[config.mk]
export PLATFORM = sky130hd
export DESIGN_NAME = mem_bist_engine
export DESIGN_NICKNAME = d
export VERILOG_FILES = /design/src/rtl/mem_bist_engine.sv
export SDC_FILE = /design/constraint.sdc
export NUM_CORES = 1
export LEC_CHECK = 0
export CAP_MARGIN = 5
export CORE_MARGIN = 3
export CORE_UTILIZATION = 29
export CTS_BUF_LIST = sky130_fd_sc_hd__clkbuf_16
export CTS_CLUSTER_SIZE = 20
export DETAILED_ROUTE_END_ITERATION = 16
export DONT_BUFFER_PORTS = 1
export PLACE_DENSITY_LB_ADDON = 0.3
export SLEW_MARGIN = 30
export SYNTH_ARGS = -nofsm -noshare
export SYNTH_HDL_FRONTEND = slang
export SYNTH_SLANG_ARGS = --single-unit
[constraint.sdc]
create_clock -name clk -period 7.3 [get_ports clk]
set_input_delay 1.46 -clock clk [delete_from_list [all_inputs] [get_ports clk]]
set_output_delay 1.46 -clock clk [all_outputs]
set_load 0.005 [all_outputs]
[src/rtl/mem_bist_engine.sv]
// mem_bist_engine
// On-chip memory self-test sequencer for a single-port memory. It writes a
// generated pattern, reads it back, and compares each word. It reports
// pass/fail, a saturating error count and the first failing address/data.
//
// Ports
//   clk, rst          rising-edge clock, synchronous active-high reset
//   start             begin a test (accepted only in IDLE or DONE)
//   mode              0=clear, 1=data=address, 2=checkerboard, 3=march
//   stop_on_fail      abort on the first mismatch
//   busy, done, pass  test status; pass is valid while done=1
//   err_count         saturating mismatch count
//   fail_valid        first_fail_addr/first_fail_data hold a capture
//   mem_read, mem_write, mem_addr, mem_data_in  memory bus (all registered)
//   mem_data_out      read data returned RD_LATENCY edges after the read
module mem_bist_engine #(
  parameter int ADDR_WIDTH    = 5,
  parameter int DATA_WIDTH    = 8,
  parameter int RD_LATENCY    = 1,
  parameter int ERR_CNT_WIDTH = 16
) (
  input  logic                     clk,
  input  logic                     rst,
  input  logic                     start,
  input  logic [1:0]               mode,
  input  logic                     stop_on_fail,
  output logic                     busy,
  output logic                     done,
  output logic                     pass,
  output logic [ERR_CNT_WIDTH-1:0] err_count,
  output logic                     fail_valid,
  output logic [ADDR_WIDTH-1:0]    first_fail_addr,
  output logic [DATA_WIDTH-1:0]    first_fail_data,
  output logic                     mem_read,
  output logic                     mem_write,
  output logic [ADDR_WIDTH-1:0]    mem_addr,
  output logic [DATA_WIDTH-1:0]    mem_data_in,
  input  logic [DATA_WIDTH-1:0]    mem_data_out
);

  localparam int PAT_W = (ADDR_WIDTH > DATA_WIDTH) ? ADDR_WIDTH : DATA_WIDTH;

  // CMP is the last cycle of a read: the returned word sits on mem_data_out
  // and is checked at the edge closing this cycle. With RD_LATENCY=0 that
  // check happens at the end of RD_ISSUE instead, so CMP is never visited.
  typedef enum logic [2:0] {IDLE, WR, RD_ISSUE, RD_WAIT, CMP, DONE} state_t;

  // Test element currently being executed.
  typedef enum logic [1:0] {
    E_FILL,      // ascending write of the pattern (march: zeros)
    E_CHECK,     // ascending read/compare for modes 0-2
    E_MARCH_RW,  // march: read expecting 0, then write all-ones
    E_DESC       // march: descending read expecting all-ones
  } elem_t;

  state_t                   state, state_next;
  elem_t                    elem, elem_next;
  logic [ADDR_WIDTH-1:0]    addr, addr_next;
  logic [1:0]               wait_cnt, wait_next;
  logic [1:0]               mode_r, mode_next;
  logic                     stop_r, stop_next;
  logic [ERR_CNT_WIDTH-1:0] err_next;
  logic                     fail_valid_next;
  logic [ADDR_WIDTH-1:0]    ffa_next;
  logic [DATA_WIDTH-1:0]    ffd_next;
  logic [DATA_WIDTH-1:0]    read_expect;
  logic [DATA_WIDTH-1:0]    wr_data_next;
  logic                     compare_now;
  logic                     mismatch;
  logic                     busy_next;
  logic                     pass_next;

  // Alternating bits with bit 0 set (0x55 for an 8-bit word).
  function automatic logic [DATA_WIDTH-1:0] checker_word();
    logic [DATA_WIDTH-1:0] w;
    for (int i = 0; i < DATA_WIDTH; i++) w[i] = (i % 2 == 0);
    return w;
  endfunction

  // Address as data: zero-extended, or truncated to the low DATA_WIDTH bits.
  function automatic logic [DATA_WIDTH-1:0] addr_word(input logic [ADDR_WIDTH-1:0] a);
    logic [PAT_W-1:0] ext;
    ext = PAT_W'(a);
    return ext[DATA_WIDTH-1:0];
  endfunction

  function automatic logic [DATA_WIDTH-1:0] pattern(input logic [1:0] m,
                                                    input logic [ADDR_WIDTH-1:0] a);
    logic [DATA_WIDTH-1:0] p;
    case (m)
      2'd1:    p = addr_word(a);
      2'd2:    p = a[0] ? ~checker_word() : checker_word();
      default: p = '0;   // clear, and the march background
    endcase
    return p;
  endfunction

  assign mem_addr = addr;

  // Next-state, counter and result logic.
  always_comb begin
    state_next      = state;
    elem_next       = elem;
    addr_next       = addr;
    wait_next       = wait_cnt;
    mode_next       = mode_r;
    stop_next       = stop_r;
    err_next        = err_count;
    fail_valid_next = fail_valid;
    ffa_next        = first_fail_addr;
    ffd_next        = first_fail_data;
    compare_now     = 1'b0;
    mismatch        = 1'b0;

    case (elem)
      E_MARCH_RW: read_expect = '0;
      E_DESC:     read_expect = '1;
      default:    read_expect = pattern(mode_r, addr);
    endcase

    unique case (state)
      IDLE, DONE: begin
        if (start) begin
          mode_next       = mode;
          stop_next       = stop_on_fail;
          err_next        = '0;
          fail_valid_next = 1'b0;
          ffa_next        = '0;
          ffd_next        = '0;
          elem_next       = E_FILL;
          addr_next       = '0;
          wait_next       = '0;
          state_next      = WR;
        end
      end
      WR: begin
        if (elem == E_MARCH_RW) begin
          // Write half of a march read-then-write pair.
          state_next = RD_ISSUE;
          if (addr == '1) elem_next = E_DESC;
          else            addr_next = addr + ADDR_WIDTH'(1);
        end else if (addr == '1) begin
          addr_next  = '0;
          state_next = RD_ISSUE;
          elem_next  = (mode_r == 2'd3) ? E_MARCH_RW : E_CHECK;
        end else begin
          addr_next = addr + ADDR_WIDTH'(1);
        end
      end
      RD_ISSUE: begin
        if (RD_LATENCY == 0) begin
          compare_now = 1'b1;
        end else if (RD_LATENCY == 1) begin
          state_next = CMP;
        end else begin
          wait_next  = '0;
          state_next = RD_WAIT;
        end
      end
      RD_WAIT: begin
        // Holds RD_LATENCY-1 cycles; CMP is the final wait cycle.
        if (int'(wait_cnt) >= RD_LATENCY - 2) state_next = CMP;
        else                                  wait_next  = wait_cnt + 2'd1;
      end
      CMP: compare_now = 1'b1;
    endcase

    // Check the returned word and pick the next operation of the element.
    if (compare_now) begin
      mismatch = (mem_data_out !== read_expect);
      if (mismatch) begin
        if (err_count != '1) err_next = err_count + ERR_CNT_WIDTH'(1);
        if (!fail_valid) begin
          fail_valid_next = 1'b1;
          ffa_next        = addr;
          ffd_next        = mem_data_out;
        end
      end
      if (mismatch && stop_r) begin
        state_next = DONE;
      end else begin
        case (elem)
          E_CHECK: begin
            if (addr == '1) state_next = DONE;
            else begin
              addr_next  = addr + ADDR_WIDTH'(1);
              state_next = RD_ISSUE;
            end
          end
          E_MARCH_RW: state_next = WR;
          E_DESC: begin
            if (addr == '0) state_next = DONE;
            else begin
              addr_next  = addr - ADDR_WIDTH'(1);
              state_next = RD_ISSUE;
            end
          end
          default: state_next = DONE;
        endcase
      end
    end

    wr_data_next = (elem_next == E_MARCH_RW) ? '1 : pattern(mode_next, addr_next);
    busy_next    = (state_next == WR) || (state_next == RD_ISSUE) ||
                   (state_next == RD_WAIT) || (state_next == CMP);
    pass_next    = (state_next == DONE) && (err_next == '0);
  end

  // State and all outputs are registered from the next-state values, so no
  // input reaches an output without passing through a flop.
  always_ff @(posedge clk) begin
    if (rst) begin
      state           <= IDLE;
      elem            <= E_FILL;
      addr            <= '0;
      wait_cnt        <= '0;
      mode_r          <= '0;
      stop_r          <= 1'b0;
      err_count       <= '0;
      fail_valid      <= 1'b0;
      first_fail_addr <= '0;
      first_fail_data <= '0;
      busy            <= 1'b0;
      done            <= 1'b0;
      pass            <= 1'b0;
      mem_read        <= 1'b0;
      mem_write       <= 1'b0;
      mem_data_in     <= '0;
    end else begin
      state           <= state_next;
      elem            <= elem_next;
      addr            <= addr_next;
      wait_cnt        <= wait_next;
      mode_r          <= mode_next;
      stop_r          <= stop_next;
      err_count       <= err_next;
      fail_valid      <= fail_valid_next;
      first_fail_addr <= ffa_next;
      first_fail_data <= ffd_next;
      busy            <= busy_next;
      done            <= (state_next == DONE);
      pass            <= pass_next;
      mem_read        <= (state_next == RD_ISSUE);
      mem_write       <= (state_next == WR);
      mem_data_in     <= (state_next == WR) ? wr_data_next : '0;
    end
  end

endmodule

==> impl_metrics.ini, run 1 <==
[die]
initial_core_util_pct = 30.16
core-area_um2 = 11030
die-height_um = 113.1
row_count = 38
die_w_um = 113.1
die-area_um2 = 12790
io_pins = 62

[route]
ant_nets = 0
drt_wl_total_um = 9436
drt_first_pass_iters = 4
avgRoutedWirePerCell_um = 16.91
viasPerCell = 5.430
num_vias = 3030
drc = 0
drt_iter0_markers = 230

[sta]
finalHoldViolCount = 0
post-route-period-util_pct = 54.18
tightestPinTransition_ns = 0.8674
tns_ns = 0
rsz0062_at_grt = false
slew_headroom_pct = 41.96
post-route-min-period_ns = 3.955
finClkSkew_ns = 0.01002
slew_viol_final = 0
setup_viol = 0
achievable-frequency_mhz = 252.8

[clock_tree]
tritoncts = done
cts_resized = 0
post_cts_buffers = 0
cts.sinks = 55
insertion_delay_ns = 0.30
cts_root_buf = clkbuf_16
cts_buffers = 5
htreeDepth = 2
cts_max_path_buffers = 2
hold_buffers = 0
clk_pin_slew_ns = 0.07

[global_route]
grt_pass1_wl_um = 15620
grt_max_degree = 42
grtUsageTotal_pct = 15.03
grt_overflow = 0
grt_pass1_vias = 2897
antenna_found_initial = 0

[critical_path]
path_cells = or4_1 -> a221o_1 -> a2111oi_4 -> o21ai_2 -> a21oi_1 -> mux2i_1 -> a21boi_1 -> a21oi_1
cp-start-kind = input pin
critPathMaxFanout = 13
slowest_delay_ns = 0.50
crit_type = input pin to register
crit_required_ns = 7.52
slowest_stage = or4_1
crit_top_cell = a21oi_1
cp-end-kind = register
critical_path_arrival_ns = 4.18
worst-path-buf-inv = 0
crit_family = compound AO/OA/AOI/OAI gates

[synthesis]
synth_ff_type = dfxtp_1
synthArstFlopShare_pct = 0
ys_seq_area_share_pct = 33.10
yosysWarnings = 0
synthCells = 437
syn_area_per_cell_um2 = 7.613
yosys.cell_types.count = 65
synth_enable_flop_cells = 0
syn-num-nets = 462
ys_ff_latch = 55
syn_area_um2 = 3327

[finish]
multi_input_area_um2 = 2023
drive_gt1_share_pct = 4.545
nNetsFinal = 443
diodes = 0
final_area_um2 = 3537
seq_area_um2 = 1101
final_core_util_pct = 32.07
area_growth_pct = 6.318
fill_cells = 1178

[place]
gp_congestion = 0.8721
hpwl_um = 6869
place_area_um2 = 3378
io_buffers = 0

[flow_run]
cap_violations = 0

[pwr]
vdd_drop_max_mv = 0.1180
p_leak_nw = 1.268
p_per_area_nw_per_um2 = 175.0

[min_path]
hold_class = register to register

[run_status]
status = completed
## final timing paths
kind	startpoint	to	slack, ns	cells after the start
setup / recovery	mem_data_out[5]	mem_data_in[0]$_SDFF_PP0_	3.35	8
hold / removal	fail_valid$_SDFF_PP0_	fail_valid$_SDFF_PP0_	0.51	2
setup reg to reg	mem_addr[0]$_SDFF_PP0_	pass$_SDFF_PP0_	3.53	12
hold reg to reg	fail_valid$_SDFF_PP0_	fail_valid$_SDFF_PP0_	0.51	2
## kinds of logic (layout without fill, tap and decap cells)
group | after synthesis | count (layout) | synth area share [%]
adders and majority gates | 11 | 11 | 4.137
AOI/OAI and AO/OA | 113 | 113 | 22.94
buffers and inverters | 46 | 27 | 6.092
and+or+nand+nor | 195 | 195 | 28.85
DFF | 55 | 55 | 33.10
xor gates and xnor gates | 10 | 10 | 2.632
muxes | 7 | 7 | 2.256
## cells in the mapped netlist (2+ instances only)
master | count | share of area, %
a211oi_1 | 6 | 1.4
a21boi_0 | 3 | 0.68
a21o_1 | 4 | 0.90
a21oi_1 | 40 | 6.0
a221o_1 | 3 | 0.90
a22oi_1 | 2 | 0.45
a31oi_1 | 8 | 1.5
and2_1 | 3 | 0.56
and3_1 | 18 | 3.4
and4b_1 | 2 | 0.60
buf_2 | 3 | 0.45
buf_6 | 3 | 1.0
clkbuf_1 | 19 | 2.1
dfxtp_1 | 55 | 33
ha_1 | 11 | 4.1
inv_1 | 19 | 2.1
mux2_2 | 4 | 1.4
mux2i_1 | 3 | 0.90
nand2_1 | 37 | 4.2
nand2b_1 | 10 | 1.9
nand3_1 | 20 | 3.0
nand4_1 | 8 | 1.5
nand4b_1 | 2 | 0.53
nor2_1 | 66 | 7.4
nor3_1 | 6 | 0.90
nor3b_1 | 2 | 0.45
nor4_1 | 2 | 0.38
nor4b_1 | 2 | 0.53
o211ai_1 | 3 | 0.68
o21a_1 | 5 | 1.1
o21ai_0 | 14 | 2.1
o22a_1 | 2 | 0.53
o22ai_1 | 2 | 0.38
o311ai_0 | 2 | 0.53
o31ai_1 | 2 | 0.45
or2_2 | 3 | 0.56
or3_1 | 3 | 0.56
or4_1 | 5 | 1.1
xnor2_1 | 6 | 1.6
xor2_1 | 4 | 1.1
## per-layer routing
metal / up-vias / wire length (um) / track usage (%)
met5: - / 0 / 0
met4: 0 / 81 / 3.446
met3: 6 / 758 / 4.706
met2: 115 / 4376 / 24.68
met1: 1391 / 4220 / 19.35
li1: 1518 / - / -
## tightest hold or removal path, cell delays in order (launching register included)
cell,delay [ns]
dfxtp_1,0.35
nand2_1,0.07
a21oi_1,0.05
## placed cells by master, fill, tap and decap left out, types with 4 or more instances in the layout
master | netlist | routed
a211oi_1 | 6 | 6
a21o_1 | 4 | 4
a21oi_1 | 40 | 40
a31oi_1 | 8 | 8
and3_1 | 18 | 18
clkbuf_16 | 0 | 5
dfxtp_1 | 55 | 55
ha_1 | 11 | 11
inv_1 | 19 | 20
mux2_2 | 4 | 4
nand2_1 | 37 | 37
nand2b_1 | 10 | 10
nand3_1 | 20 | 20
nand4_1 | 8 | 8
nor2_1 | 66 | 66
nor3_1 | 6 | 6
o21a_1 | 5 | 5
o21ai_0 | 14 | 14
or4_1 | 5 | 5
xnor2_1 | 6 | 6
xor2_1 | 4 | 4
## through the flow
stage | power [W] | cells | hold slack, ns | setup WS [ns]
2_1_floorplan | 0.0003503 | 437 | 0.4738 | 3.461
3_3_place_gp | 0.0003556 | 551 | 0.5085 | 3.147
3_5_place_dp | 0.0003556 | 551 | 0.5141 | 3.053
4_1_cts | 0.0006260 | 558 | 0.5238 | 3.335
5_1_grt | 0.0006470 | 558 | 0.5603 | 3.103
6_report | 0.0006190 | 558 | 0.5135 | 3.345
## flip-flops by register name, summed over array words and instances, names as in the netlist, 2 cells and up
register	cells
first_fail_addr	5
state	3
mode_r	2
elem	2
mem_data_in	7
err_count	16
mem_addr	5
first_fail_data	8
## layout make-up
cell class,instances,share of cell area (%)
Multi-Input combinational cell,336,57.20
Tap cell,140,4.952
Inverter,19,2.016
Clock buffer,5,3.537
Clock inverter,2,0.9551
Timing Repair Buffer,1,0.2122
Sequential cell,55,31.13
## report_power, final
part	total (W)	switching (W)	leakage (nW)	internal (W)
registers	0.000309	0.00000502	0.445	0.000304
logic	0.0000399	0.0000256	0.742	0.0000143
clock network	0.000270	0.000111	0.0811	0.000159
Note: power is estimated with default switching activity, not from simulation.
==> run 2: changes to the inputs <==
clock period = 3.5 ns   (was 7.3 ns; I/O delays follow)
==> run 2 against run 1 <==
  * Power rose by 110%
  * Final cell count increased by 1.8%
  * First-iteration DRC count increased by 6.5%
  * Combinational power is 120% higher
==> impl_metrics.ini, run 2 (synthesis gave the netlist of run 1 again) <==
[run_status]
status = completed

[clock_tree]
cts_buffers = 5
tritoncts = done
post_cts_buffers = 0
cts_max_path_buffers = 2
clk_pin_slew_ns = 0.07
insertion_delay_ns = 0.30
cts_root_buf = clkbuf_16
htreeDepth = 2
cts.sinks = 55

[global_route]
grt_pass1_wl_um = 15790
grt_overflow = 0
antenna_found_initial = 0
grtUsageTotal_pct = 15.31
grt_max_degree = 42
grt_pass1_vias = 2997

[route]
num_vias = 3095
viasPerCell = 5.449
drt_first_pass_iters = 4
drc = 0
avgRoutedWirePerCell_um = 17.24
drt_iter0_markers = 245
ant_nets = 0
drt_wl_total_um = 9795

[die]
core-area_um2 = 11030
die-area_um2 = 12790
row_count = 38
die_w_um = 113.1
io_pins = 62
die-height_um = 113.1
initial_core_util_pct = 30.16

[finish]
largest_reg_flops = 16
max_flop_register = err_count
drive_gt1_share_pct = 7.710
diodes = 0
area_growth_pct = 9.026
largestRegisters = err_count x16, first_fail_data x8, mem_data_in x7
layout_common_cells = nor2_1 (65), dfxtp_1 (55), a21oi_1 (40)
final_common_cell = nor2_1
nNetsFinal = 452

[sta]
rsz0062_at_grt = true
post-route-period-util_pct = 94.12
slew_headroom_pct = 63.51
achievable-frequency_mhz = 303.6
slew_viol_final = 0
finalHoldViolCount = 0
setup_viol = 0
tightestPinTransition_ns = 0.5459
whs_ns = 0.4668
post-route-min-period_ns = 3.294
finClkSkew_ns = 0.009016

[pwr]
p_seq_share_pct = 49.6
clock_power_share_pct = 43.6
p_per_area_nw_per_um2 = 357.0
switching_share_pct = 22.83
power_w = 0.001295
vdd_drop_max_mv = 0.1575
internal_power_w = 0.0009993
p_leak_nw = 1.316
combPwrFrac_pct = 6.8
p_sw_w = 0.0002957

[critical_path]
rr_worst_depth = 11
critical_path_arrival_ns = 3.49
crit_required_ns = 3.69
critPathMaxFanout = 8
crit_type = register to register
cp-end-kind = register
cp-start-kind = register

[place]
io_buffers = 0
gp_congestion = 0.8580
hpwl_um = 7332

[flow_run]
cap_violations = 0

[min_path]
min_path_cells = 1
hold_class = input pin to register
## run 2: area by class of cell
class	instances	area, um2
Clock inverter	3	38.79
Tap cell	140	175.2
Inverter	19	71.32
Sequential cell	55	1101
Fill cell	1171	7403
Clock buffer	5	125.1
Timing Repair Buffer	10	75.07
Multi-Input combinational cell	336	2041
## run 2: metal layers
layer,routed length [um],GRT usage (%),part of all wire [%]
met5,0,0,0
met4,121,4.647,1.2
met3,784,4.171,8.0
met2,4754,25.04,49
met1,4134,19.72,42
## run 2: per-stage QoR
step / setup TNS, ns / std cells / area [um2] / utilization (%) / setup slack (ns)
6_report: 0 / 568 / 3627 / 32.88 / 0.2058
5_1_grt: -0.004331 / 568 / 3627 / 32.88 / -0.004331
4_1_cts: 0 / 568 / 3610 / 32.72 / 0.1318
3_5_place_dp: 0 / 560 / 3446 / 31.24 / 0.1581
3_3_place_gp: 0 / 560 / 3446 / 31.24 / 0.2133
2_1_floorplan: 0 / 437 / 3327 / - / 0.4209
## run 2: final timing paths
path / slack, ns / end / startpoint
min: 0.47 / fail_valid$_SDFF_PP0_ / rst
min reg2reg: 0.53 / fail_valid$_SDFF_PP0_ / fail_valid$_SDFF_PP0_
max: 0.21 / pass$_SDFF_PP0_ / mode_r[0]$_SDFF_PP0_
max reg2reg: 0.21 / pass$_SDFF_PP0_ / mode_r[0]$_SDFF_PP0_
## run 2: power groups by stage
stage          sequential [W]  combinational, W  clock, W
5_1_grt              0.000644         0.0000997  0.000616
3_3_place_gp         0.000657         0.0000869         0
3_5_place_dp         0.000657         0.0000876         0
2_1_floorplan        0.000653         0.0000774         0
4_1_cts              0.000643         0.0000880  0.000586
6_report             0.000642         0.0000884  0.000564
## run 2: timing repair
action,in CTS,in global routing
setup endpoints to repair,0,21
hold buffers,0,0
resized for setup,0,5
## run 2: critical path, cell delays in order (launching register included)
cell       delay (ns)
dfxtp_1          0.38
inv_1            0.06
ha_1             0.25
or4_1            0.53
a221o_1          0.39
a2111oi_4        0.39
o21ai_2          0.20
buf_4            0.21
nand2_1          0.17
o31a_1           0.19
nand4_1          0.11
a2111oi_2        0.29
==> run 3: changes to the inputs <==
PLACE_DENSITY = 0.44   (was unset)
PLACE_DENSITY_LB_ADDON = unset   (was 0.3)
==> run 3 against run 2 <==
  * Hold slack lost 0.019 ns
  * Clock skew grew 0.0015 ns
  * Clock-buffer cell count is the same
  * Core utilization grew 0.58 points
  * Final area grew 1.8%
  * Via count grew 1.1%
  * Critical endpoint unchanged
  * Largest power group unchanged
==> impl_metrics.ini, run 3 (synthesis gave the netlist of run 1 again) <==
[run_status]
status = completed

[pwr]
p_seq_share_pct = 50.5
clock_power_share_pct = 42.0
switching_share_pct = 26.06
internal_power_w = 0.0009414
p_sw_w = 0.0003318
p_leak_nw = 1.343
power_w = 0.001273
vdd_drop_max_mv = 0.1625
p_per_area_nw_per_um2 = 345.0
combPwrFrac_pct = 7.5

[sta]
finalHoldViolCount = 0
setup_ws_ns = 0.1586
post-route-min-period_ns = 3.341
slew_headroom_pct = 55.82
finClkSkew_ns = 0.01055
achievable-frequency_mhz = 299.3
setup_viol = 0
post-route-period-util_pct = 95.47
slew_viol_final = 0
tightestPinTransition_ns = 0.6615

[clock_tree]
cts_max_path_buffers = 2
tritoncts = done
hold_buffers = 0
htreeDepth = 2
cts_root_buf = clkbuf_16
insertion_delay_ns = 0.31
cts.sinks = 55
clk_pin_slew_ns = 0.08
cts_buffers = 5

[route]
num_vias = 3129
viasPerCell = 5.442
drt_first_pass_iters = 4
drt_iter0_markers = 196
avgRoutedWirePerCell_um = 17.79
drt_wl_total_um = 10230
ant_nets = 0
drc = 0

[die]
die-area_um2 = 12790
initial_core_util_pct = 30.16
io_pins = 62
row_count = 38
die-height_um = 113.1
core-area_um2 = 11030
die_w_um = 113.1

[finish]
layout_common_cells = nor2_1 (65), dfxtp_1 (54), a21oi_1 (38)
largestRegisters = err_count x16, first_fail_data x8, mem_data_in x7
area_growth_pct = 10.94
diodes = 0
final_common_cell = nor2_1
drive_gt1_share_pct = 10.34
nNetsFinal = 459
final_area_um2 = 3691
largest_reg_flops = 16
max_flop_register = err_count

[critical_path]
critPathMaxFanout = 6
cp-end-kind = register
r2r-end = pass$_SDFF_PP0_
rr_worst_depth = 12
cp-start-kind = register
crit_required_ns = 3.70
critical_path_arrival_ns = 3.54
reg2reg_slack_ns = 0.16
r2r_start = mode_r[0]$_SDFF_PP0_
crit_type = register to register

[place]
hpwl_um = 7422
io_buffers = 0
place_area_um2 = 3461
gp_congestion = 0.8438
dp_slack_ns = 0.06835

[flow_run]
cap_violations = 0

[global_route]
grt_pass1_vias = 2889
grt_pass1_wl_um = 16440
grt_max_degree = 42
grt_overflow = 0
antenna_found_initial = 0
grtUsageTotal_pct = 16.11

[min_path]
hold_class = input pin to register
min_path_cells = 1
whs_endpoint = err_count[1]$_SDFF_PP0_
hold_start = rst
## run 3: how the worst max path moves through the flow
stage                         startpoint                         to  slack (ns)
floorplan                mem_data_out[5]            pass$_SDFF_PP0_        0.42
finish              mode_r[0]$_SDFF_PP0_            pass$_SDFF_PP0_        0.16
detailed placement  mode_r[0]$_SDFF_PP0_  mem_data_in[4]$_SDFF_PP0_        0.07
CTS                 mode_r[0]$_SDFF_PP0_  mem_data_in[4]$_SDFF_PP0_        0.04
global placement    mode_r[0]$_SDFF_PP0_  mem_data_in[4]$_SDFF_PP0_        0.06
global route        mode_r[0]$_SDFF_PP0_            pass$_SDFF_PP0_       -0.02
## run 3: power by group through the flow
stage | Sequential (W) | Combinational (W) | Clock [W]
floorplan | 0.000653 | 0.0000774 | 0
global placement | 0.000658 | 0.0000899 | 0
detailed placement | 0.000658 | 0.0000893 | 0
CTS | 0.000643 | 0.0000902 | 0.000551
global route | 0.000645 | 0.000108 | 0.000578
finish | 0.000644 | 0.0000955 | 0.000534
## run 3: per-stage QoR
step | util [%] | instances | TNS [ns] | hold WS, ns
finish | 33.46 | 575 | 0 | 0.4476
global route | 33.46 | 575 | -0.01657 | 0.4273
CTS | 32.75 | 570 | 0 | 0.4353
detailed placement | 31.37 | 562 | 0 | 0.5223
global placement | 31.37 | 562 | 0 | 0.5217
floorplan | - | 437 | 0 | 0.4738
## run 3: worst max-delay path, cell delays in order (launching register included)
cell       delay (ns)
dfxtp_2          0.36
inv_1            0.05
ha_1             0.25
or4_1            0.53
a221o_1          0.40
a2111oi_4        0.34
buf_4            0.20
o21ai_2          0.14
buf_4            0.21
nand4_1          0.11
mux2_2           0.17
o21ai_0          0.10
a2111oi_2        0.37
## run 3: layout make-up
| class | count | area [um2] |
|---|---|---|
| fillers | 1198 | 7340 |
| multi-input cells | 337 | 2071 |
| flip-flops and latches | 55 | 1102 |
| well taps | 140 | 175.2 |
| clock buffers | 5 | 125.1 |
| repair buffers | 16 | 120.1 |
| inverters | 19 | 71.32 |
| clock inverters | 3 | 26.28 |
## run 3: repair_timing
| item | CTS | global route |
|---|---|---|
| buffers inserted | 0 | 4 |
| gates resized for setup | 0 | 12 |
| setup endpoints to repair | 0 | 24 |
## run 3: per-layer routing
layer,track usage (%),share of wire (%),vias to the layer above
met5,0,0,-
met4,4.087,0.84,0
met3,5.508,7.2,6
met2,24.84,45,90
met1,21.63,47,1474
li1,-,-,1559
